### src/rtl/spi_burst_pkg.sv
// Shared types and sizing helpers for the SPI burst sequencer.
package spi_burst_pkg;

    localparam int unsigned BYTE_W = 8;
    // Burst length counter: holds 1..256
    localparam int unsigned REM_W  = 9;

    typedef enum logic [2:0] {
        ST_IDLE,
        ST_SETUP,
        ST_ISSUE,
        ST_ARM,
        ST_XFER,
        ST_HOLD
    } state_e;

    // Bits needed to count 0..max_val-1 (at least one bit)
    function automatic int unsigned cnt_width(input int unsigned max_val);
        return (max_val <= 1) ? 1 : $clog2(max_val);
    endfunction

    // Largest of two cycle counts, used to size the shared wait counter
    function automatic int unsigned max2(input int unsigned a, input int unsigned b);
        return (a > b) ? a : b;
    endfunction

endpackage

### src/rtl/sync_fifo.sv
// First-word-fall-through synchronous FIFO; pushes while full are dropped.
module sync_fifo #(
    parameter int unsigned WIDTH = 8,
    parameter int unsigned DEPTH = 16
) (
    input  logic             clk,
    input  logic             rst_n,
    input  logic             push,
    input  logic [WIDTH-1:0] push_data,
    input  logic             pop,
    output logic             full,
    output logic             empty,
    output logic [WIDTH-1:0] head
);

    localparam int unsigned AW = $clog2(DEPTH);
    localparam int unsigned PW = AW + 1;

    logic [PW-1:0]    wr_q, wr_d;
    logic [PW-1:0]    rd_q, rd_d;
    logic [WIDTH-1:0] mem_q [DEPTH];
    logic             do_push;
    logic             do_pop;

    assign empty   = (wr_q == rd_q);
    assign full    = (wr_q[AW] != rd_q[AW]) && (wr_q[AW-1:0] == rd_q[AW-1:0]);
    assign head    = mem_q[rd_q[AW-1:0]];
    assign do_push = push & ~full;
    assign do_pop  = pop & ~empty;

    // Pointer advance
    always_comb begin
        wr_d = do_push ? wr_q + PW'(1) : wr_q;
        rd_d = do_pop  ? rd_q + PW'(1) : rd_q;
    end

    // Pointer registers
    always_ff @(posedge clk or negedge rst_n) begin
        if (!rst_n) begin
            wr_q <= '0;
            rd_q <= '0;
        end else begin
            wr_q <= wr_d;
            rd_q <= rd_d;
        end
    end

    // Storage write
    always_ff @(posedge clk) begin
        if (do_push) begin
            mem_q[wr_q[AW-1:0]] <= push_data;
        end
    end

endmodule

### src/rtl/spi_burst_ctrl.sv
// Multi-byte burst sequencer in front of a single-byte SPI master.
module spi_burst_ctrl
    import spi_burst_pkg::*;
#(
    parameter int unsigned FIFO_DEPTH   = 16,
    parameter int unsigned SETUP_CYCLES = 2,
    parameter int unsigned HOLD_CYCLES  = 2
) (
    input  logic              clk,
    input  logic              rst_n,
    input  logic              start,
    input  logic [BYTE_W-1:0] len,
    input  logic              abort,
    output logic              active,
    output logic              done,
    input  logic [BYTE_W-1:0] tx_data,
    input  logic              tx_valid,
    output logic              tx_ready,
    output logic [BYTE_W-1:0] rx_data,
    output logic              rx_valid,
    input  logic              rx_ready,
    output logic [BYTE_W-1:0] spi_data_in,
    output logic              spi_ready_send,
    input  logic              spi_busy,
    input  logic [BYTE_W-1:0] spi_data_out,
    output logic              cs_n
);

    localparam int unsigned WAIT_W = cnt_width(max2(SETUP_CYCLES, HOLD_CYCLES));

    state_e            state_q, state_d;
    logic [REM_W-1:0]  rem_q, rem_d;
    logic [WAIT_W-1:0] wait_q, wait_d;
    logic              abort_q, abort_d;
    logic              cs_n_q, cs_n_d;
    logic              active_q, active_d;
    logic              done_q, done_d;
    logic              rs_q, rs_d;
    logic [BYTE_W-1:0] sdi_q, sdi_d;

    logic              tx_full_c, tx_empty_c, tx_pop_c;
    logic [BYTE_W-1:0] tx_head_c;
    logic              rx_full_c, rx_empty_c, rx_push_c;
    logic              abort_seen_c, issue_c;

    assign tx_ready       = ~tx_full_c;
    assign rx_valid       = ~rx_empty_c;
    assign active         = active_q;
    assign done           = done_q;
    assign cs_n           = cs_n_q;
    assign spi_ready_send = rs_q;
    assign spi_data_in    = sdi_q;
    assign abort_seen_c   = abort_q | abort;

    sync_fifo #(.WIDTH(BYTE_W), .DEPTH(FIFO_DEPTH)) u_tx_fifo (
        .clk       (clk),
        .rst_n     (rst_n),
        .push      (tx_valid),
        .push_data (tx_data),
        .pop       (tx_pop_c),
        .full      (tx_full_c),
        .empty     (tx_empty_c),
        .head      (tx_head_c)
    );

    sync_fifo #(.WIDTH(BYTE_W), .DEPTH(FIFO_DEPTH)) u_rx_fifo (
        .clk       (clk),
        .rst_n     (rst_n),
        .push      (rx_push_c),
        .push_data (spi_data_out),
        .pop       (rx_ready),
        .full      (rx_full_c),
        .empty     (rx_empty_c),
        .head      (rx_data)
    );

    // Next-state, counters, abort latch and registered output values
    always_comb begin
        state_d   = state_q;
        rem_d     = rem_q;
        wait_d    = wait_q;
        abort_d   = abort_seen_c;
        sdi_d     = sdi_q;
        rs_d      = 1'b0;
        done_d    = 1'b0;
        tx_pop_c  = 1'b0;
        rx_push_c = 1'b0;
        issue_c   = 1'b0;

        case (state_q)
            ST_IDLE: begin
                abort_d = 1'b0;
                if (start) begin
                    rem_d   = (len == '0) ? REM_W'(256) : REM_W'(len);
                    wait_d  = '0;
                    state_d = ST_SETUP;
                end
            end
            ST_SETUP: begin
                if (abort_seen_c) begin
                    wait_d  = '0;
                    state_d = ST_HOLD;
                end else if (wait_q == WAIT_W'(SETUP_CYCLES - 1)) begin
                    // Last setup cycle already evaluates the issue condition
                    issue_c = 1'b1;
                end else begin
                    wait_d = wait_q + WAIT_W'(1);
                end
            end
            ST_ISSUE: begin
                if (abort_seen_c) begin
                    wait_d  = '0;
                    state_d = ST_HOLD;
                end else begin
                    issue_c = 1'b1;
                end
            end
            ST_ARM: begin
                if (spi_busy) begin
                    state_d = ST_XFER;
                end
            end
            ST_XFER: begin
                if (!spi_busy) begin
                    rx_push_c = 1'b1;
                    rem_d     = rem_q - REM_W'(1);
                    if (rem_q == REM_W'(1) || abort_seen_c) begin
                        wait_d  = '0;
                        state_d = ST_HOLD;
                    end else begin
                        state_d = ST_ISSUE;
                    end
                end
            end
            ST_HOLD: begin
                if (wait_q == WAIT_W'(HOLD_CYCLES - 1)) begin
                    done_d  = 1'b1;
                    state_d = ST_IDLE;
                end else begin
                    wait_d = wait_q + WAIT_W'(1);
                end
            end
            default: begin
                state_d = ST_IDLE;
            end
        endcase

        // Byte issue: needs a TX byte and guaranteed room for its RX byte
        if (issue_c) begin
            state_d = ST_ISSUE;
            if (!tx_empty_c && !rx_full_c) begin
                tx_pop_c = 1'b1;
                sdi_d    = tx_head_c;
                rs_d     = 1'b1;
                state_d  = ST_ARM;
            end
        end

        cs_n_d   = (state_d == ST_IDLE);
        active_d = (state_d != ST_IDLE);
    end

    // State and output registers
    always_ff @(posedge clk or negedge rst_n) begin
        if (!rst_n) begin
            state_q  <= ST_IDLE;
            rem_q    <= '0;
            wait_q   <= '0;
            abort_q  <= 1'b0;
            cs_n_q   <= 1'b1;
            active_q <= 1'b0;
            done_q   <= 1'b0;
            rs_q     <= 1'b0;
            sdi_q    <= '0;
        end else begin
            state_q  <= state_d;
            rem_q    <= rem_d;
            wait_q   <= wait_d;
            abort_q  <= abort_d;
            cs_n_q   <= cs_n_d;
            active_q <= active_d;
            done_q   <= done_d;
            rs_q     <= rs_d;
            sdi_q    <= sdi_d;
        end
    end

endmodule

### config.mk
export PLATFORM = sky130hd
export DESIGN_NAME = spi_burst_ctrl
export DESIGN_NICKNAME = d
export VERILOG_FILES = /design/src/rtl/spi_burst_pkg.sv /design/src/rtl/sync_fifo.sv /design/src/rtl/spi_burst_ctrl.sv
export SDC_FILE = /design/constraint.sdc
export NUM_CORES = 1
export LEC_CHECK = 0
export CAP_MARGIN = 20
export CORE_MARGIN = 10
export CORE_UTILIZATION = 60
export DETAILED_ROUTE_END_ITERATION = 8
export PLACE_DENSITY_LB_ADDON = 0.15
export SYNTH_ARGS = -nofsm -noshare
export SYNTH_HDL_FRONTEND = slang
export SYNTH_SLANG_ARGS = --single-unit
### constraint.sdc
create_clock -name clk -period 3.7 [get_ports clk]
set_clock_uncertainty 0.2 [all_clocks]
set_input_delay 0.925 -clock clk [delete_from_list [all_inputs] [get_ports clk]]
set_output_delay 0.925 -clock clk [all_outputs]
set_load 0.02 [all_outputs]
==> flow_metrics.py <==
metrics = {
    "route": {
        "wl_um": 26490,
        "vias": 6464,
        "ant_nets": 0,
        "post_drt_wl_per_cell_um": 25.15,
        "dr.pass1.iters": 5,
        "route.detailed.drc": 0,
        "drtIter0Drc": 654,
        "via_per_inst": 6.139,
    },
    "worst_setup_path": {
        "crit_required_ns": 2.57,
        "cp-end-kind": "output port",
        "cp_slowest_cell": "mux4_2",
        "crit_start": "u_rx_fifo.rd_q[0]",
        "crit_type": "reg2out",
        "r2r_slack_ns": 1.12,
        "crit_chain": "buf_4 > buf_12 > mux4_2 > mux4_2 > buf_2",
        "r2r-start": "u_tx_fifo.rd_q[0]",
        "cpPeakStageDelay_ns": 0.52,
        "timing.critical_path.mode_cell": "mux4_2",
        "worstPathArrival_ns": 2.54,
        "critPathLaunchType": "register",
        "crit_fanout": 9,
        "endpoint": "rx_data[4]",
        "worst-r2r-cell-count": 5,
        "worstReg2RegEnd": "spi_data_in[6]",
    },
    "clock_tree": {
        "numClockSinks": 302,
        "clk_path_buf_depth": 3,
        "worstSkewPairLatency_ns": 0.54,
        "cts_tree": "yes",
        "path_clk_slew_ns": 0.06,
        "clockRootBuffer": "clkbuf_16",
        "cts_inserted_buffers": 30,
        "ctsHoldBuffers": 0,
        "htree_levels": 1,
    },
    "floorplan": {
        "rows": 52,
        "dieArea_um2": 26680,
        "start_util": 0.6094,
        "io_pins": 53,
        "die_w_um": 163.4,
        "coreArea_um2": 20230,
        "die_h_um": 163.4,
    },
    "final_layout": {
        "layout.nets": 802,
        "final_layout_size_suffix_gt1_frac": 0.2439,
        "syn_to_final_growth_pct": 16.36,
        "num_antenna_cells": 0,
        "fill_cells": 1203,
    },
    "power": {
        "p_seq_frac": 0.415,
        "power_leakage_nw": 4.907,
        "ir_drop_mv": 0.4443,
        "total_power_mw": 10.78,
        "clkPwrFrac": 0.281,
        "cellPowerDensity_nw_per_um2": 751.5,
        "p_sw_frac": 0.3016,
        "internal_power_mw": 7.530,
        "power.switching_mw": 3.252,
        "comb_power_share": 0.304,
    },
    "global_routing": {
        "grt_max_degree": 47,
        "grt_usage": 0.2013,
        "met1_usage": 0.2551,
        "grt.met2_usage": 0.3550,
        "grt_pass1_vias": 6679,
        "grt_pass1_wl_um": 40610,
        "grt_overflow": 0,
        "antenna_found_initial": 0,
        "busiest_layer": "met2",
        "gr-usage-met3": 0.03348,
    },
    "yosys": {
        "synth_cell_types": 56,
        "synth_common_cells": "edfxtp_1, mux4_2, dfrtp_1",
        "yosys.area.top_type": "edfxtp_1",
        "ys_seq_area_frac": 0.7169,
        "synth_top_area_frac": 0.6234,
        "yosysMostFrequentCell": "edfxtp_1",
        "synth_edf_count": 256,
        "synth_area_leaders": "edfxtp_1, mux4_2, dfrtp_1, nor2_1, ha_1",
        "yosys_warnings": 0,
        "synth_area_um2": 12330,
        "ys_ff_latch": 302,
        "async_flop_share": 0.1523,
        "syn-num-nets": 710,
        "ys.flop_type": "edfxtp_1",
        "postSynthCellCount": 667,
        "avgSynthCellArea_um2": 18.49,
    },
    "timing": {
        "slew_headroom": 0.5342,
        "setup_slack_ns": 0.03443,
        "worstMarginPinSlew_ns": 0.6973,
        "grt_setup_unrepaired": "no",
        "fin_crit_sh": 0.9907,
        "final.min_clock_period_ns": 3.666,
        "drv_slew": 0,
        "setup_tns_ns": 0,
        "hold_violations": 0,
        "finalSetupViolCount": 0,
        "max_freq_mhz": 272.8,
    },
    "placement": {
        "gp_congestion": 0.8018,
        "io_buffers": 52,
        "pre_cts_slack_ns": 0.2243,
        "dp_hpwl_um": 15950,
    },
    "hold_path": {
        "min_path_type": "in2async",
    },
    "run": {
        "maxCapViolCount": 0,
    },
    "run_status": {
        "status": "completed",
    },
}
[how the worst min path moves through the flow]
stage                         from              to  slack, ns  cells after the start
floorplan                 rem_q[8]        rem_q[8]       0.28                      1
global placement    spi_data_in[3]  spi_data_in[3]       0.30                      1
detailed placement  spi_data_in[3]  spi_data_in[3]       0.30                      1
CTS                 spi_data_in[3]  spi_data_in[3]       0.32                      1
global route                 rst_n         abort_q      0.005                      1
finish                       rst_n          active      0.008                      1
[state kept, by name, summed over array words and instances (netlist names)]
signal / cells
u_tx_fifo.wr_q: 5
u_tx_fifo.rd_q: 5
u_tx_fifo.mem_q: 128
abort_q: 1
u_rx_fifo.wr_q: 5
rem_q: 9
spi_data_in: 8
cs_n: 1
state_q: 3
active: 1
done: 1
u_rx_fifo.rd_q: 5
spi_ready_send: 1
u_rx_fifo.mem_q: 128
wait_q: 1
[through the flow]
stage          utilization  hold WS [ns]  cells  area, um2
2_1_floorplan            -        0.2827    667      12330
3_3_place_gp        0.6575        0.2950    992      13300
3_5_place_dp        0.6575        0.3021    992      13300
4_1_cts             0.7080        0.3156   1052      14330
5_1_grt             0.7091      0.004621   1053      14350
6_report            0.7091      0.008000   1053      14350
[per-layer routing]
layer,vias to the layer above,share of wire
met4,0,0.020
met3,40,0.062
li1,2838,-
met2,255,0.54
met1,3331,0.38
met5,-,0
[cells by family (layout without fill, tap and decap cells)]
logic type | after synthesis | in the layout | synth area share
mux | 82 | 82 | 0.1406
buf+inv | 48 | 164 | 0.02050
simple gates | 122 | 122 | 0.04921
compound gates | 73 | 73 | 0.04069
flops | 302 | 302 | 0.7169
fa+ha+maj | 12 | 12 | 0.01218
xor+xnor | 28 | 28 | 0.01989
[power by group through the flow]
| stage | clock network (mW) | registers (mW) | logic (mW) |
|---|---|---|---|
| floorplan | 0 | 4.40 | 2.42 |
| global placement | 0 | 4.50 | 3.13 |
| detailed placement | 0 | 4.53 | 3.25 |
| CTS | 3.06 | 4.47 | 3.30 |
| global route | 3.21 | 4.52 | 3.54 |
| finish | 3.03 | 4.47 | 3.28 |
[what timing repair did]
action	in CTS	in global routing
resized for setup	23	4
cloned	1	0
pin swaps	0	1
endpoints found under the setup margin	9	3
buffers inserted	3	0
[layout make-up]
| type | count | area [um2] | share of cell area |
|---|---|---|---|
| flip-flops and latches | 302 | 8842 | 0.6163 |
| clock inverters | 12 | 130.1 | 0.009070 |
| inverters | 10 | 37.54 | 0.002616 |
| clock buffers | 44 | 864.6 | 0.06026 |
| well taps | 270 | 337.8 | 0.02355 |
| repair buffers | 98 | 897.1 | 0.06253 |
| multi-input cells | 317 | 3238 | 0.2257 |
[critical path: cells and delay by family, from the launching register on]
kind | cells | cell delay, ns
muxes | 2 | 1.04
buffers and inverters | 3 | 0.48
DFF | 1 | 0.46
[cell usage in the layout (no fill, tap or decap), drive strengths merged, types with 12 or more instances in the layout]
master,instances
xor2,13
edfxtp,256
buf,51
clkdlybuf4s50,42
clkbuf,45
a21oi,15
nor3,12
nand2,29
o21ai,19
ha,12
mux4,72
xnor2,15
dfrtp,45
a22oi,17
nor2,44
No activity file was read; power rests on OpenSTA's default activity.
